==> src/rtl/qpu_mcu_measure_collect.sv <==
// Measurement collection unit: queues measurement groups, gathers out-of-order readout
// strobes and writes back the oldest group when it completes or times out.
module qpu_mcu_measure_collect #(
  parameter int unsigned QUBIT_NUM = 12,
  parameter int unsigned DEPTH     = 4,
  parameter int unsigned TIMEOUT   = 1023
) (
  input  logic                 clk,
  input  logic                 rst_n,
  input  logic                 meas_req_i_valid,
  input  logic [QUBIT_NUM-1:0] meas_req_i_list,
  output logic                 meas_req_i_ready,
  input  logic [QUBIT_NUM-1:0] adc_i_valid,
  input  logic [QUBIT_NUM-1:0] adc_i_data,
  output logic                 mcu_measure_o_wen,
  output logic [QUBIT_NUM-1:0] mcu_measure_o_data,
  output logic [QUBIT_NUM-1:0] mcu_measure_o_list,
  output logic                 mcu_measure_o_timeout,
  output logic                 mcu_drop_o,
  output logic                 mcu_busy_o
);

  localparam int unsigned PtrW = $clog2(DEPTH);
  localparam int unsigned CntW = $clog2(DEPTH + 1);
  localparam int unsigned TmrW = $clog2(TIMEOUT + 1);

  logic [QUBIT_NUM-1:0] list_q [DEPTH];
  logic [QUBIT_NUM-1:0] list_d [DEPTH];
  logic [QUBIT_NUM-1:0] coll_q [DEPTH];
  logic [QUBIT_NUM-1:0] coll_d [DEPTH];
  logic [QUBIT_NUM-1:0] data_q [DEPTH];
  logic [QUBIT_NUM-1:0] data_d [DEPTH];
  logic [QUBIT_NUM-1:0] route  [DEPTH];

  logic [PtrW-1:0]      rd_ptr_q, rd_ptr_d, wr_ptr_q, wr_ptr_d;
  logic [CntW-1:0]      count_q, count_d;
  logic [TmrW-1:0]      timer_q, timer_d;

  logic                 wen_q, wen_d, tmo_q, tmo_d, drop_q, drop_d;
  logic [QUBIT_NUM-1:0] out_list_q, out_list_d, out_data_q, out_data_d;

  logic                 full, push, pop, head_valid, head_done, head_tmo, drop;

  // Each strobe goes to the oldest pending entry still waiting on that qubit.
  always_comb begin
    logic            found;
    logic [PtrW-1:0] idx;
    found = 1'b0;
    idx   = '0;
    drop  = 1'b0;
    for (int i = 0; i < DEPTH; i++) route[i] = '0;
    for (int k = 0; k < QUBIT_NUM; k++) begin
      found = 1'b0;
      for (int i = 0; i < DEPTH; i++) begin
        idx = rd_ptr_q + PtrW'(i);
        if (!found && adc_i_valid[k] && (CntW'(i) < count_q) &&
            list_q[idx][k] && !coll_q[idx][k]) begin
          route[idx][k] = 1'b1;
          found         = 1'b1;
        end
      end
      if (adc_i_valid[k] && !found) drop = 1'b1;
    end
  end

  assign full       = (count_q == CntW'(DEPTH));
  assign push       = meas_req_i_valid && !full && (|meas_req_i_list);
  assign head_valid = (count_q != '0);
  assign head_done  = head_valid &&
                      ((coll_q[rd_ptr_q] | route[rd_ptr_q]) == list_q[rd_ptr_q]);
  assign head_tmo   = head_valid && !head_done && (timer_q == TmrW'(TIMEOUT - 1));
  assign pop        = head_done || head_tmo;

  always_comb begin
    for (int i = 0; i < DEPTH; i++) begin
      list_d[i] = list_q[i];
      coll_d[i] = coll_q[i] | route[i];
      data_d[i] = data_q[i] | (route[i] & adc_i_data);
    end
    // The write slot is never a pending entry, so routed bits cannot collide with it.
    if (push) begin
      list_d[wr_ptr_q] = meas_req_i_list;
      coll_d[wr_ptr_q] = '0;
      data_d[wr_ptr_q] = '0;
    end
    rd_ptr_d = pop  ? rd_ptr_q + PtrW'(1) : rd_ptr_q;
    wr_ptr_d = push ? wr_ptr_q + PtrW'(1) : wr_ptr_q;
    count_d  = count_q + CntW'(push) - CntW'(pop);
    timer_d  = (pop || !head_valid) ? '0 : timer_q + TmrW'(1);

    wen_d      = pop;
    tmo_d      = head_tmo;
    drop_d     = drop;
    out_list_d = pop ? list_q[rd_ptr_q] : '0;
    out_data_d = pop ? (data_q[rd_ptr_q] | (route[rd_ptr_q] & adc_i_data)) : '0;
  end

  always_ff @(posedge clk or negedge rst_n) begin
    if (!rst_n) begin
      list_q     <= '{default: '0};
      coll_q     <= '{default: '0};
      data_q     <= '{default: '0};
      rd_ptr_q   <= '0;
      wr_ptr_q   <= '0;
      count_q    <= '0;
      timer_q    <= '0;
      wen_q      <= 1'b0;
      tmo_q      <= 1'b0;
      drop_q     <= 1'b0;
      out_list_q <= '0;
      out_data_q <= '0;
    end else begin
      list_q     <= list_d;
      coll_q     <= coll_d;
      data_q     <= data_d;
      rd_ptr_q   <= rd_ptr_d;
      wr_ptr_q   <= wr_ptr_d;
      count_q    <= count_d;
      timer_q    <= timer_d;
      wen_q      <= wen_d;
      tmo_q      <= tmo_d;
      drop_q     <= drop_d;
      out_list_q <= out_list_d;
      out_data_q <= out_data_d;
    end
  end

  assign meas_req_i_ready      = !full;
  assign mcu_busy_o            = head_valid;
  assign mcu_measure_o_wen     = wen_q;
  assign mcu_measure_o_timeout = tmo_q;
  assign mcu_measure_o_list    = out_list_q;
  assign mcu_measure_o_data    = out_data_q;
  assign mcu_drop_o            = drop_q;

endmodule

==> config.mk <==
export PLATFORM = sky130hd
export DESIGN_NAME = qpu_mcu_measure_collect
export DESIGN_NICKNAME = d
export VERILOG_FILES = /design/src/rtl/qpu_mcu_measure_collect.sv
export SDC_FILE = /design/constraint.sdc
export NUM_CORES = 1
export LEC_CHECK = 0
export ABC_CLOCK_PERIOD_IN_PS = 17400
export BUFFER_PORTS_ARGS = -buffer_cell sky130_fd_sc_hd__clkbuf_2
export CAP_MARGIN = 15
export CORE_MARGIN = 4
export CORE_UTILIZATION = 40
export DETAILED_ROUTE_END_ITERATION = 8
export SYNTH_ARGS = -nofsm -noshare
export SYNTH_HDL_FRONTEND = slang
export SYNTH_SLANG_ARGS = --single-unit
==> constraint.sdc <==
create_clock -name clk -period 17.4 [get_ports clk]
set_input_delay 0.87 -clock clk [delete_from_list [all_inputs] [get_ports clk]]
set_output_delay 0.87 -clock clk [all_outputs]
set_load 0.03 [all_outputs]
; ---- Word level (Yosys, flattened, before mapping)
; Cells that the tools add are included.
[word_totals]
register_bits = 188
input_bits = 39
output_inout_bits = 29
elab_cells = 662
[classes]
n_addsub = 7
order_cmp = 14
eq_ne = 3
mux = 242
n_bitwise = 70
n_reduce_logical = 305
[ops]
columns = op, count
row1 = two-way mux 48 bit, 50
row2 = bitwise OR 48 bit, 47
row3 = demux 12 bit (select 2 bit), 49
row4 = two-way mux 12 bit, 27
row5 = binary-select mux 12 bit (select 2 bit), 10
row6 = logical AND 1 bit, 202
row7 = bitwise OR 12 bit, 10
row8 = logical NOT 1 bit, 99
row9 = AND 48 bit, 2
row10 = two-way mux 1 bit, 64
row11 = AND 12 bit, 5
row12 = two-way mux 10 bit, 5
row13 = bitwise mux 48 bit, 1
row14 = NOT 48 bit, 1
row15 = two-way mux 11 bit, 4
row16 = two-way mux 9 bit, 4
row17 = two-way mux 8 bit, 4
row18 = two-way mux 7 bit, 4
row19 = two-way mux 6 bit, 4
row20 = two-way mux 5 bit, 4
row21 = two-way mux 4 bit, 4
row22 = >= comparator 3 bit (second input constant), 5
row23 = less-than comparator 3 x 1 -> 1 bit (second input constant), 5
row24 = NOT 2 -> 3 bit, 5
row25 = 15 further kinds, 26

; ---- Logic depth before layout (Yosys ltp)
; Gate-level depths: netlist of the first run.
[depth]
depth_word = 125
mapped_depth = 29
ltp_nobuf = 19

; ---- Worst setup path after synthesis of the first run
; Ideal clock, no wire load.
[synth_timing]
path_type = register to register
from = register rd_ptr_q[0]
to = register count_q[2]
setup_time_ps = 122
arrival_time_ps = 6043
required_ps = 17278
path_slack_ps = 11235
stages_incl_launch_ff = 29
path_buffers = 9
synth_period_minus_slack_ps = 6165
cell_sequence = dfrtp_1 -> buf_6 -> inv_2 -> buf_2 -> buf_2 -> buf_2 -> buf_1 -> ha_1 -> buf_6 -> buf_6 -> buf_2 -> or4b_2 -> nand4_1 -> o211ai_1 -> a21oi_1 -> a2111oi_0 -> nor4_1 -> xnor2_1 -> o2111ai_1 -> nor4_4 -> a21oi_4 -> buf_2 -> nor2_1 -> ha_1 -> inv_1 -> ha_1 -> inv_1 -> fa_1 -> xor2_1
[synth_between]
elab_chain_cells = 124
word_cells_on_any_way = 533
classes_between = add/sub: 4 / order compare: 8 / eq/ne: 1 / mux: 207 / bitwise: 52 / reduce/logical: 261
[synth_rtl]
columns = element, line
row1 = "start, declared", 35  ; logic [PtrW-1:0] rd_ptr_q, rd_ptr_d, wr_ptr_q, wr_ptr_d;
row2 = "start signal, assigned", 116  ; rd_ptr_q <= rd_ptr_d;
row3 = NOT 2 -> 3 bit (implied by the code), "57, 58, 70"
row4 = binary-select mux 12 bit (select 2 bit), "57, 70"
row5 = two-way mux 12 bit (implied by the code), 57  ; list_q[idx][k] && !coll_q[idx][k]) begin
row6 = two-way mux 12 bit (on tied branches), "57, 70"
row7 = logical AND 1 bit or logical NOT 1 bit (tied branches), "56, 57"
row8 = logical AND 1 bit, 57
row9 = two-way mux 1 bit, 56  ; if (!found && adc_i_valid[k] && (CntW'(i) < count_q) &&
row10 = logical NOT 1 bit, 56
row11 = [... 109 more ...], n/a
row12 = equality test 12 bit *, 70  ; ((coll_q[rd_ptr_q] | route[rd_ptr_q]) == list_q[rd_ptr_q]);
row13 = logical AND 1 bit *, 69  ; assign head_done = head_valid &&
row14 = logical NOT 1 bit, 71  ; assign head_tmo = head_valid && !head_done && (timer_q == TmrW'(TIMEOUT - 1));
row15 = logical AND 1 bit (2 in series), 71
row16 = logical OR 1 bit *, 72  ; assign pop = head_done || head_tmo;
row17 = via pop, 42  ; logic full, push, pop, head_valid, head_done, head_tmo, drop;
row18 = subtractor 3 x 1 -> 3 bit *, 88  ; count_d = count_q + CntW'(push) - CntW'(pop);
row19 = via count_d[2], 36  ; logic [CntW-1:0] count_q, count_d;
row20 = "end signal, assigned", 118  ; count_q <= count_d;
row21 = "end, declared", 36
; The timed path passes the listed nets; every way through them passes the cells marked *. The select of a mux whose other input is x is not followed.
; A chain may end at the register's enable or synchronous reset.

; ---- Final worst setup path of the first run
[layout_timing]
from = register count_q[2]
to = register count_q[2]
[layout_between]
elab_chain_cells = 122
word_cells_on_any_way = 368
classes_between = add/sub: 2 / order compare: 4 / eq/ne: 2 / mux: 87 / bitwise: 48 / reduce/logical: 225
[layout_rtl]
columns = element, line
row1 = less-than comparator 1 x 3 -> 1 bit, 56
row2 = logical AND 1 bit (2 in series), 56
row3 = logical AND 1 bit, 57
row4 = two-way mux 1 bit, 56
row5 = logical NOT 1 bit, 56
row6 = logical AND 1 bit (3 in series), 56
row7 = logical AND 1 bit, 57
row8 = two-way mux 1 bit, 56
row9 = [... 104 more ...], n/a
row10 = equality test 12 bit, 70
row11 = logical AND 1 bit, 69
row12 = logical NOT 1 bit, 71
row13 = logical AND 1 bit (2 in series), 71
row14 = logical OR 1 bit *, 72
row15 = via pop, 42
row16 = subtractor 3 x 1 -> 3 bit *, 88
row17 = via count_d[2], 36
; Marks and branches as above.

==> impl_metrics.csv, run 1 <==
group,metric,value,unit
sta,fin_crit,8.10,ns
synth,ys_seq_area_frac,0.349,
critical_path,start_kind,"register",
floorplanning,ios,68,
clocking,cts_sinks,188,
sta,finalHoldViolCount,0,
critical_path,worstPathMaxFanout,28,
critical_path,cp_data_arrival_time,8.45,ns
clocking,cts.path.max_buffers,2,
cells_and_area,drive_gt1_frac,0.149,
cells_and_area,antenna_cells,0,
clocking,path_clk_slew,0.08,ns
critical_path,cp-end-kind,"register",
drt,dr.pass1.iters,6,
clocking,cts_setup_buffers,0,
synth,synth.area.mux_share,0.113,
clocking,ctsResizeCount,0,
global_routing,grt_usage,0.285,
synth,synth_top_family_by_area,"simple AND/OR/NAND/NOR gates",
critical_path,cp-startpoint,"count_q[2]",
power_and_ir_drop,vdd_ir_drop_max,0.118,mV
cells_and_area,nNetsFinal,1565,
power_and_ir_drop,p_seq_frac,0.342,
status,status,"finished clean",
placed_design,gp_congestion,1.04,
drt,avgRoutedWirePerCell,26.4,um
drt,first_iter_violations,1381,
power_and_ir_drop,switchingPower,1.07,mW
synth,netlist_instances,1497,
cells_and_area,final_cells,1963,
sta,worst_pin_slew,1.17,ns
cells_and_area,fillers,3273,
synth,async_flop_share,1.00,
placed_design,io_buffers,67,
clocking,htree_levels,4,
synth,synth_xor_area_frac,0.0117,
synth,synth-simple-area-share,0.287,
global_routing,grt_pass1_wl,78.4,mm
power_and_ir_drop,intPower,1.26,mW
critical_path,cp-endpoint,"count_q[2]",
drt,drtAntennaViolNets,0,
power_and_ir_drop,switching_share,0.461,
critical_path,crit_family,"simple AND/OR/NAND/NOR gates",
critical_path,crit_chain,"inv_1, ha_1, clkinv_1, nand2_1, nor2_1, or4b_1, o2111ai_1, mux4_2, xnor2_1, nand4_1, nor4_4, a21oi_4, nor2_1, ha_1, inv_1, ha_1, inv_1, fa_1, xor2_1",
clocking,insertion_delay,0.47,ns
critical_path,r2r_end,"count_q[2]",
global_routing,grt_pass1_vias,12300,
sta,maxSlewHeadroom,0.220,
critical_path,r2r_cells,19,
drt,drcViolationCount,0,
floorplanning,rows,66,
hold_path,min_path_type,"input port to async pin",
clocking,cts-root-buf,"clkbuf_16",
floorplanning,die_h,192,um
sta,tns,0,ns
critical_path,crit_buf_inv,4,
synth,synth-seq-cells,188,
synth,yosysWarnings,0,
critical_path,rrSetupSlack,9.30,ns
critical_path,r2r_start,"count_q[2]",
global_routing,antenna_found_initial,0,
critical_path,cp_num_cells,19,
sta,setup_violations,0,
power_and_ir_drop,powerDensity,159,nW/um^2
synth,synth-main-ff-cell,"dfrtp_1",
clocking,cts_tree,"yes",
synth,synth_compound_area_frac,0.176,
power_and_ir_drop,totalPowerFinal,2.33,mW
drt,totalWireLength,51.7,mm
critical_path,worst_path_largest_cell_delay,1.13,ns
floorplanning,die_w,192,um
drt,avgViaCountPerCell,6.40,
floorplanning,core-area,32900,um^2
sta,clock.fmax,124,MHz
global_routing,gr-total-overflow,0,
sta,fin_skew,0.0145,ns
synth,synthAdderAreaFrac,0.0173,
synth,syn_area,13500,um^2
sta,post-route-period-util,0.465,
synth,yosysUniqueCellTypes,100,
floorplanning,start_util,0.410,
cells_and_area,area_growth,8.66,%
critical_path,cp_slowest_cell,"nand2_1",
sta,rsz0062_at_grt,"false",
floorplanning,die-area,36700,um^2
synth,avgSynthCellArea,9.01,um^2
sta,drv_slew,0,
synth,synth_nets,1554,
critical_path,worstPathRequired,17.75,ns
global_routing,grt_max_degree,73,
critical_path,worstSetupPathType,"register to register",
drt,num_vias,12600,
placed_design,hpwlAfterDp,36.5,mm
power_and_ir_drop,p_leak,6.28,nW
flow_run,drv_cap,0,
placed_design,place_inst,1931,
power_and_ir_drop,p_comb_frac,0.481,
clocking,cts_buffers,17,
synth,synth_edf_count,0,
clocking,hold_buffers,0,
power_and_ir_drop,clkPwrFrac,0.177,
sta,whs,0.354,ns
## power groups by stage
stage                     sequential [mW]  combinational (mW)  clock [mW]
after detailed placement            0.798                1.10           0
final                               0.797                1.12       0.412
after CTS                           0.792                1.10       0.420
after global placement              0.796                1.09           0
after global routing                0.819                1.21       0.438
after floorplan                     0.713               0.801           0
## cell type report
type	instances	area (um^2)	area share
multi-input combinational	1176	8150	0.556
sequential	188	4710	0.322
tap	442	553	0.0377
timing repair buffer	85	479	0.0327
clock buffer	21	470	0.0321
inverter	40	150	0.0102
clock inverter	11	135	0.00922
## cell families (layout without fill, tap and decap cells)
group,after synthesis,in the layout
simple gates,736,736
compound gates,324,324
flops,188,188
buf+inv,133,157
mux,80,80
fa+ha+maj,18,18
xor+xnor,18,18
## cells in the mapped netlist (7+ instances only)
cell type,count,area (um^2)
nor3b_1,14,105
o21ai_0,36,180
o2111ai_1,13,114
mux4_2,57,1280
a2111oi_0,7,61.3
nor2b_1,42,263
a211oi_1,20,150
or3_1,18,113
dfrtp_1,188,4700
a22oi_1,11,82.6
a221oi_1,17,149
buf_2,14,70.1
o22ai_1,14,87.6
buf_1,9,33.8
nand2_1,203,762
nor4_1,7,43.8
and3b_1,9,78.8
xnor2_1,10,87.6
o211ai_1,31,233
nand4_1,11,68.8
xor2_1,8,70.1
nand3_1,42,210
and4b_1,7,70.1
and3_1,14,87.6
inv_1,37,139
nor4bb_1,14,140
ha_1,17,213
nor3_1,34,170
buf_6,13,146
nand3b_1,12,90.1
a21oi_1,78,390
nor4b_1,8,70.1
and2_1,27,169
nor2_1,179,672
nand2b_1,47,294
mux2i_1,20,200
clkbuf_1,51,191
a211o_1,8,70.1
nor3_2,10,100
## how the worst min path moves through the flow
stage	from	end	slack, ns	cells after the start
floorplan	data_q[12]	data_q[12]	0.46	2
global route	rst_n	coll_q[45]	0.38	1
finish	rst_n	list_q[26]	0.35	1
detailed placement	data_q[8]	data_q[8]	0.48	2
CTS	rst_n	coll_q[45]	0.36	1
global placement	data_q[12]	data_q[12]	0.47	2
## stage by stage
stage	area, um^2	worst slack, ns	util
CTS	14700	9.50	0.446
floorplan	13500	11.24	-
global placement	14000	9.82	0.427
detailed placement	14000	9.54	0.427
finish	14700	9.30	0.446
global route	14700	8.87	0.446
## layer usage
metal | track usage | vias to the layer above | routed length, um
met1 | 0.383 | 6230 | 21300
met2 | 0.433 | 633 | 23000
met4 | 0.158 | 0 | 3280
li1 | - | 5537 | -
met5 | 0 | - | 0
met3 | 0.0580 | 159 | 4220
## state kept, by name (all words and copies together) (netlist names), 2 cells and up
register and flops:
mcu_measure_o_data 12, mcu_measure_o_list 12, coll_q 48, data_q 48
wr_ptr_q 2, rd_ptr_q 2, count_q 3, list_q 48
timer_q 10
## worst register-to-register path: stages (launching register included)
cell and delay (ns):
dfrtp_1 0.61, inv_1 0.27, ha_1 0.92, clkinv_1 1.05, nand2_1 1.14, nor2_1 0.15
or4b_1 0.70, o2111ai_1 0.29, mux4_2 0.32, xnor2_1 0.14, nand4_1 0.17, nor4_4 0.56
a21oi_4 0.37, nor2_1 0.27, ha_1 0.26, inv_1 0.06, ha_1 0.13, inv_1 0.05
fa_1 0.37, xor2_1 0.17
## cells in the final DEF (no fill, tap or decap), types with 8 or more instances in the layout
| cell type | instances |
|---|---|
| a221oi_1 | 17 |
| inv_1 | 37 |
| clkbuf_16 | 17 |
| nand3b_1 | 12 |
| nor3b_1 | 14 |
| clkbuf_2 | 66 |
| nor2_1 | 179 |
| o21ai_0 | 36 |
| xor2_1 | 8 |
| o211ai_1 | 31 |
| a211o_1 | 8 |
| and3b_1 | 9 |
| nor3_2 | 11 |
| a21oi_1 | 78 |
| or3_1 | 18 |
| a22oi_1 | 11 |
| and3_1 | 14 |
| mux4_2 | 57 |
| o22ai_1 | 14 |
| xnor2_1 | 10 |
| a211oi_1 | 20 |
| mux2i_1 | 20 |
| nand2b_1 | 47 |
| nand3_1 | 42 |
| buf_4 | 18 |
| ha_1 | 16 |
| nand4_1 | 11 |
| nand2_1 | 203 |
| and2_1 | 26 |
| nor4b_1 | 8 |
| nor2b_1 | 42 |
| nor4bb_1 | 14 |
| o2111ai_1 | 13 |
| dfrtp_1 | 186 |
| nor3_1 | 33 |
Note: power is estimated with default switching activity, not from simulation.
==> run 2, diff against run 1 <==
--- a/config.mk
+++ b/config.mk
@@ -5,7 +5,7 @@
 export SDC_FILE = /design/constraint.sdc
 export NUM_CORES = 1
 export LEC_CHECK = 0
-export ABC_CLOCK_PERIOD_IN_PS = 17400
+export ABC_CLOCK_PERIOD_IN_PS = 7100
 export BUFFER_PORTS_ARGS = -buffer_cell sky130_fd_sc_hd__clkbuf_2
 export CAP_MARGIN = 15
 export CORE_MARGIN = 4
==> constraint.sdc (replaced) <==
create_clock -name clk -period 7.1 [get_ports clk]
set_input_delay 0.355 -clock clk [delete_from_list [all_inputs] [get_ports clk]]
set_output_delay 0.355 -clock clk [all_outputs]
set_load 0.03 [all_outputs]
==> run 2 against run 1 <==
Clock skew barely moved. Sequential power rose by 150%. First-iteration DRC count rose by 16%. Combinational power rose by 150%. Register-to-register slack got worse by 8.7 ns. Global-route usage rose by 0.52 points. Die area did not move. Wire length rose by 1.6%. Flip-flop and latch count did not move. Critical path type unchanged. Largest cell class unchanged.
==> impl_metrics.csv, run 2 (same netlist as run 1, synthesis figures left out) <==
group,metric,value,unit
status,status,"finished clean",
power_and_ir_drop,clkPwrFrac,0.165,
sta,post-route-period-util,0.910,
power_and_ir_drop,vdd_ir_drop_max,0.212,mV
sta,finalHoldViolCount,0,
hold_path,min-delay-start,"meas_req_i_list[6]",
power_and_ir_drop,switching_share,0.464,
clocking,cts_setup_buffers,0,
flow_run,drv_cap,0,
drt,avgRoutedWirePerCell,26.5,um
cells_and_area,area_growth,9.47,%
global_routing,grtUsageMet2,0.465,
cells_and_area,nNetsFinal,1584,
hold_path,min_path_type,"input port to register",
clocking,cts_buffers,17,
cells_and_area,drive_gt1_frac,0.157,
placed_design,hpwlAfterDp,37.6,mm
critical_path,worst_path_largest_cell_delay,0.73,ns
cells_and_area,fillers,3288,
clocking,insertion_delay,0.46,ns
critical_path,start_kind,"register",
hold_path,worstHoldPathCells,3,
cells_and_area,multiInputGateArea,8150,um^2
power_and_ir_drop,p_seq_frac,0.344,
global_routing,met1_usage,0.390,
clocking,cts_sinks,188,
cells_and_area,layout_commonest_cell,"nand2_1",
global_routing,gr-total-overflow,0,
drt,num_vias,12700,
cells_and_area,regArea,4710,um^2
global_routing,grt.busiest_layer,"met2",
sta,maxSlewHeadroom,0.192,
critical_path,r2r_start,"count_q[2]",
global_routing,grt_usage,0.290,
global_routing,grt_max_degree,114,
power_and_ir_drop,p_leak,6.37,nW
floorplanning,start_util,0.410,
drt,totalWireLength,52.6,mm
sta,tns,0,ns
cells_and_area,final_cell_mix,"nand2_1, dfrtp_1, nor2_1",
clocking,cts_tree,"yes",
power_and_ir_drop,p_comb_frac,0.491,
floorplanning,rows,66,
clocking,htree_levels,4,
drt,avgViaCountPerCell,6.40,
global_routing,grt_pass1_wl,79.9,mm
clocking,cts.path.max_buffers,2,
power_and_ir_drop,powerDensity,386,nW/um^2
sta,clock.fmax,155,MHz
sta,rsz0062_at_grt,"false",
critical_path,r2r_cells,20,
drt,first_iter_violations,1601,
placed_design,io_buffers,67,
floorplanning,ios,68,
critical_path,cp-end-kind,"register",
global_routing,grt_pass1_vias,12500,
floorplanning,die_w,192,um
critical_path,r2r_end,"count_q[2]",
floorplanning,core-area,32900,um^2
clocking,path_clk_slew,0.08,ns
clocking,ctsResizeCount,0,
critical_path,crit_chain,"inv_1, ha_1, nor2b_1, buf_4, nor2_1, a21o_1, nor4_2, nand2b_1, o22ai_1, o32ai_1, or4_1, and4_1, a21oi_4, nor2_1, ha_1, inv_1, ha_1, inv_1, fa_1, xor2_1",
clocking,cts-root-buf,"clkbuf_16",
placed_design,gp_congestion,1.02,
critical_path,worstSetupPathType,"register to register",
sta,setup_slack,0.637,ns
sta,setup_violations,0,
sta,drv_slew,0,
global_routing,antenna_found_initial,0,
critical_path,cp_slowest_cell,"a21oi_4",
sta,fin_crit,6.46,ns
cells_and_area,largestRegisters,"coll_q x48, data_q x48, list_q x48",
drt,drcViolationCount,0,
sta,worst_pin_slew,1.18,ns
critical_path,crit_buf_inv,4,
critical_path,rrSetupSlack,0.64,ns
power_and_ir_drop,intPower,3.05,mW
drt,dr.pass1.iters,5,
floorplanning,die_h,192,um
hold_path,holdPathEnd,"list_q[30]",
critical_path,worstPathMaxFanout,25,
placed_design,pre_cts_slack,0.792,ns
floorplanning,die-area,36700,um^2
power_and_ir_drop,switchingPower,2.64,mW
critical_path,worstPathRequired,7.45,ns
global_routing,use_met3,0.0527,
critical_path,crit_family,"simple AND/OR/NAND/NOR gates",
sta,fin_skew,0.0147,ns
drt,drtAntennaViolNets,0,
critical_path,cp_data_arrival_time,6.81,ns
==> run 2: changes by cell type in the layout (fill, tap and decap cells not counted), sizes merged <==
| cell | delta |
|---|---|
| buf | +18 |
| clkinv | +3 |
| clkinvlp | -3 |
| bufinv | -1 |
| diode | +1 |
| dlygate4sd3 | +1 |
| inv | -1 |
==> run 2: what timing repair did <==
action | 4_1_cts | 5_1_grt
hold buffers | 1 | 0
endpoints found under the setup margin | 0 | 0
hold endpoints to repair | 62 | 0
==> run 2: metrics by stage <==
step	hold WS [ns]	power [mW]	utilization	area, um^2	instances
6_report	0.155	5.69	0.449	14800	1981
5_1_grt	0.169	6.06	0.449	14800	1980
4_1_cts	0.140	5.65	0.449	14800	1980
3_5_place_dp	0.393	4.70	0.432	14200	1949
3_3_place_gp	0.393	4.67	0.432	14200	1949
2_1_floorplan	0.0594	3.71	-	13500	1497
==> run 2: power groups by stage <==
stage,Sequential (mW),Combinational (mW),Clock [mW]
final,1.96,2.79,0.941
after global routing,2.01,3.05,1.00
after CTS,1.95,2.75,0.957
after detailed placement,1.96,2.74,0
after global placement,1.95,2.72,0
after floorplan,1.75,1.96,0
==> run 2: worst max path at each step <==
stage	endpoint	cells past startpoint	slack, ns	startpoint
4_1_cts	count_q[2]	20	0.76	count_q[2]
2_1_floorplan	count_q[2]	28	0.94	rd_ptr_q[0]
3_5_place_dp	count_q[2]	20	0.79	count_q[2]
5_1_grt	count_q[2]	20	0.23	count_q[2]
3_3_place_gp	count_q[2]	19	0.94	count_q[2]
6_report	count_q[2]	20	0.64	count_q[2]
==> run 2: final cells by class <==
type | count | share of cell area
diodes | 1 | 0.000170
flip-flops and latches | 188 | 0.319
multi-input cells | 1176 | 0.552
inverters | 40 | 0.0102
well taps | 442 | 0.0375
repair buffers | 104 | 0.0440
clock buffers | 21 | 0.0305
clock inverters | 9 | 0.00627
==> run 2: layer usage <==
| layer | wire length (um) | vias to the layer above | part of all wire |
|---|---|---|---|
| met5 | 0 | - | 0 |
| met4 | 2390 | 0 | 0.046 |
| met3 | 3860 | 144 | 0.074 |
| met2 | 24400 | 637 | 0.46 |
| met1 | 21900 | 6310 | 0.42 |
| li1 | - | 5579 | - |
==> run 2: tightest hold or removal path: stages <==
cell	delay (ns)
clkbuf_2	0.12
nand2_1	0.06
nand2_1	0.04
==> run 3, diff against run 2 <==
--- a/config.mk
+++ b/config.mk
@@ -5,6 +5,7 @@
 export SDC_FILE = /design/constraint.sdc
 export NUM_CORES = 1
 export LEC_CHECK = 0
+export ABC_AREA = 1
 export ABC_CLOCK_PERIOD_IN_PS = 7100
 export BUFFER_PORTS_ARGS = -buffer_cell sky130_fd_sc_hd__clkbuf_2
 export CAP_MARGIN = 15
==> run 3 against run 2 <==
Final cell count is 13% higher. Wire length fell by 15%. Setup slack better by 0.59 ns. Combinational power grew 41%. Highest routed layer unchanged. Hold slack improved by 0.055 ns. Largest power group unchanged. Area after synthesis is 7.0% lower. Clock skew up 0.0056 ns. Sequential share of layout area increased by 2.5 points. Critical path type unchanged. Total power increased by 19%. Clock-buffer cell count fell by 3.
==> impl_metrics.csv, run 3 <==
group,metric,value,unit
status,status,"finished clean",
synth,netlist_instances,1806,
critical_path,worstPathRequired,7.44,ns
placed_design,hpwlAfterDp,30.6,mm
placed_design,placed_cell_area,13100,um^2
global_routing,grt_max_degree,90,
cells_and_area,final_cell_mix,"nand2_1, nand3_1, inv_1",
placed_design,gp_congestion,0.939,
cells_and_area,area_growth,8.92,%
clocking,cts-root-buf,"clkbuf_16",
floorplanning,start_util,0.408,
clocking,cts_sinks,188,
sta,post-route-period-util,0.828,
synth,synthTopCellsByCount,"nand2_1, nand3_1, inv_1",
drt,avgViaCountPerCell,5.61,
global_routing,grt_usage,0.263,
cells_and_area,nNetsFinal,1883,
drt,totalWireLength,44.8,mm
sta,drv_slew,0,
drt,first_iter_violations,1244,
synth,synth-seq-cells,188,
critical_path,cp_slowest_cell,"ha_1",
synth,ys_seq_area_frac,0.375,
critical_path,crit_chain,"buf_4, ha_1, inv_1, o21ai_0, inv_1, nand4_1, nand3_1, nand3_1, o21ai_1, nor2_1, nand2_1, nor2_2, nand3_4, nand2_1, ha_1, inv_1, ha_1, inv_1, fa_1, xor2_1",
sta,fin_crit,5.88,ns
global_routing,gr-total-overflow,0,
drt,drtAntennaViolNets,0,
global_routing,antenna_found_initial,0,
synth,synth_most_common_cell,"nand2_1",
synth,synth_top_cell_by_area,"dfrtp_1",
hold_path,min_path_type,"input port to register",
floorplanning,die_w,185,um
drt,dr.pass1.iters,6,
cells_and_area,antenna_cells,0,
sta,clock.fmax,170,MHz
clocking,path_clk_slew,0.08,ns
critical_path,crit_family,"adder cells",
critical_path,cp_data_arrival_time,6.22,ns
critical_path,critPathMostFrequentCell,"inv_1",
cells_and_area,drive_gt1_frac,0.112,
sta,setup_violations,0,
synth,synth-main-ff-cell,"dfrtp_1",
global_routing,use_met3,0.0326,
cells_and_area,largestRegisters,"coll_q x48, data_q x48, list_q x48",
clocking,cts.path.max_buffers,2,
cells_and_area,layout_commonest_cell,"nand2_1",
global_routing,met1_usage,0.362,
synth,synth_area_leaders,"dfrtp_1, nand3_1, nand2_1, inv_1, o21ai_0",
placed_design,pre_cts_slack,1.36,ns
floorplanning,ios,68,
clocking,cts_buffers,17,
critical_path,cp-end-kind,"register",
synth,async_flop_share,1.00,
critical_path,worstPathMaxFanout,89,
synth,syn_area,12500,um^2
drt,num_vias,12500,
sta,maxSlewHeadroom,0.158,
critical_path,worst_path_largest_cell_delay,0.99,ns
clocking,insertion_delay,0.46,ns
clocking,cts_setup_buffers,0,
floorplanning,rows,64,
clocking,htree_levels,4,
synth,synth_edf_count,0,
sta,worst_pin_slew,1.26,ns
critical_path,crit_buf_inv,5,
synth,synth_nets,1863,
cells_and_area,fin_area,13700,um^2
power_and_ir_drop,vdd_ir_drop_max,0.226,mV
power_and_ir_drop,powerDensity,496,nW/um^2
floorplanning,core-area,30700,um^2
global_routing,grt.busiest_layer,"met2",
critical_path,start_kind,"register",
global_routing,grt_pass1_wl,69.4,mm
floorplanning,die-area,34300,um^2
synth,yosysUniqueCellTypes,43,
power_and_ir_drop,totalPowerFinal,6.78,mW
power_and_ir_drop,p_leak,7.18,nW
synth,yosys.area.top_type_share,0.375,
synth,avgSynthCellArea,6.95,um^2
drt,drcViolationCount,0,
sta,rsz0062_at_grt,"false",
placed_design,io_buffers,67,
clocking,cts_tree,"yes",
floorplanning,die_h,185,um
global_routing,grtUsageMet2,0.427,
sta,finalHoldViolCount,0,
critical_path,worstSetupPathType,"register to register",
sta,setup_slack,1.22,ns
sta,tns,0,ns
synth,yosysWarnings,0,
sta,whs,0.210,ns
global_routing,grt_pass1_vias,11900,
flow_run,drv_cap,0,
sta,fin_skew,0.0203,ns
drt,avgRoutedWirePerCell,20.1,um
-- run 3: cell count changes in the layout (fill, tap and decap cells not counted), moves of 28 or more --
cell | previous run | this run
o21ai_0 | 36 | 148
nand3_1 | 42 | 302
nand2b_1 | 47 | 0
nand4_1 | 11 | 43
nand2_1 | 203 | 400
nor2_1 | 179 | 135
nor2b_1 | 42 | 0
mux4_2 | 57 | 0
o211ai_1 | 31 | 3
inv_1 | 37 | 201
-- run 3: routing by layer --
layer  vias up  wire (um)
met1      5904      19600
met5         -          0
met4         0       1720
met3        90       2890
li1       6025          -
met2       518      20600
-- run 3: cells by family (layout without fill, tap and decap cells) --
logic type | after synthesis | after routing | share of synthesized area
AND/OR/NAND/NOR | 978 | 978 | 0.361
buffers and inverters | 301 | 334 | 0.102
flip-flops | 188 | 188 | 0.375
AO/OA/AOI/OAI | 311 | 311 | 0.136
adder cells (fa/ha/maj) | 18 | 18 | 0.0185
XOR/XNOR | 10 | 10 | 0.00698
-- run 3: worst register-to-register path, cell delays in order, from the launching register on --
cell and delay (ns):
dfrtp_4 0.74, buf_4 0.86, ha_1 1.01, inv_1 0.56
o21ai_0 0.30, inv_1 0.08, nand4_1 0.08, nand3_1 0.13
nand3_1 0.18, o21ai_1 0.14, nor2_1 0.12, nand2_1 0.09
nor2_2 0.17, nand3_4 0.09, nand2_1 0.20, ha_1 0.27
inv_1 0.05, ha_1 0.12, inv_1 0.05, fa_1 0.37
xor2_1 0.17
-- run 3: power breakdown --
group | total, mW | switching, mW | leakage [nW] | internal [mW]
Clock | 0.966 | 0.495 | 0.274 | 0.471
Sequential | 1.90 | 0.406 | 2.40 | 1.49
Combinational | 3.92 | 2.79 | 4.50 | 1.13
-- run 3: layout make-up --
class                      instances  area, um^2
fill                            3222       17100
multi-input combinational       1317        6560
sequential                       188        4710
inverter                         212         797
timing repair buffer              90         519
tap                              396         495
clock buffer                      18         429
clock inverter                    14         151
-- run 3: what timing repair did --
| action | CTS | global route |
|---|---|---|
| hold buffers | 1 | 0 |
| gates resized for setup | 0 | 0 |
| endpoints found under the hold margin | 54 | 0 |
-- run 3: metrics by stage --
step,util,cells
2_1_floorplan,-,1806
6_report,0.444,2235
3_5_place_dp,0.425,2202
4_1_cts,0.444,2235
5_1_grt,0.444,2235
3_3_place_gp,0.425,2202
-- run 3: worst paths after layout --
path,start,to,slack [ns],depth (start not counted)
worst min register to register,timer_q[0],timer_q[0],0.49,1
worst min-delay path,adc_i_data[1],data_q[1],0.21,3
worst max register to register,rd_ptr_q[0],count_q[2],1.22,20
worst max-delay path,rd_ptr_q[0],count_q[2],1.22,20
min in group asynchronous,rst_n,list_q[7],0.40,2
max in group asynchronous,rst_n,rd_ptr_q[0],5.36,3
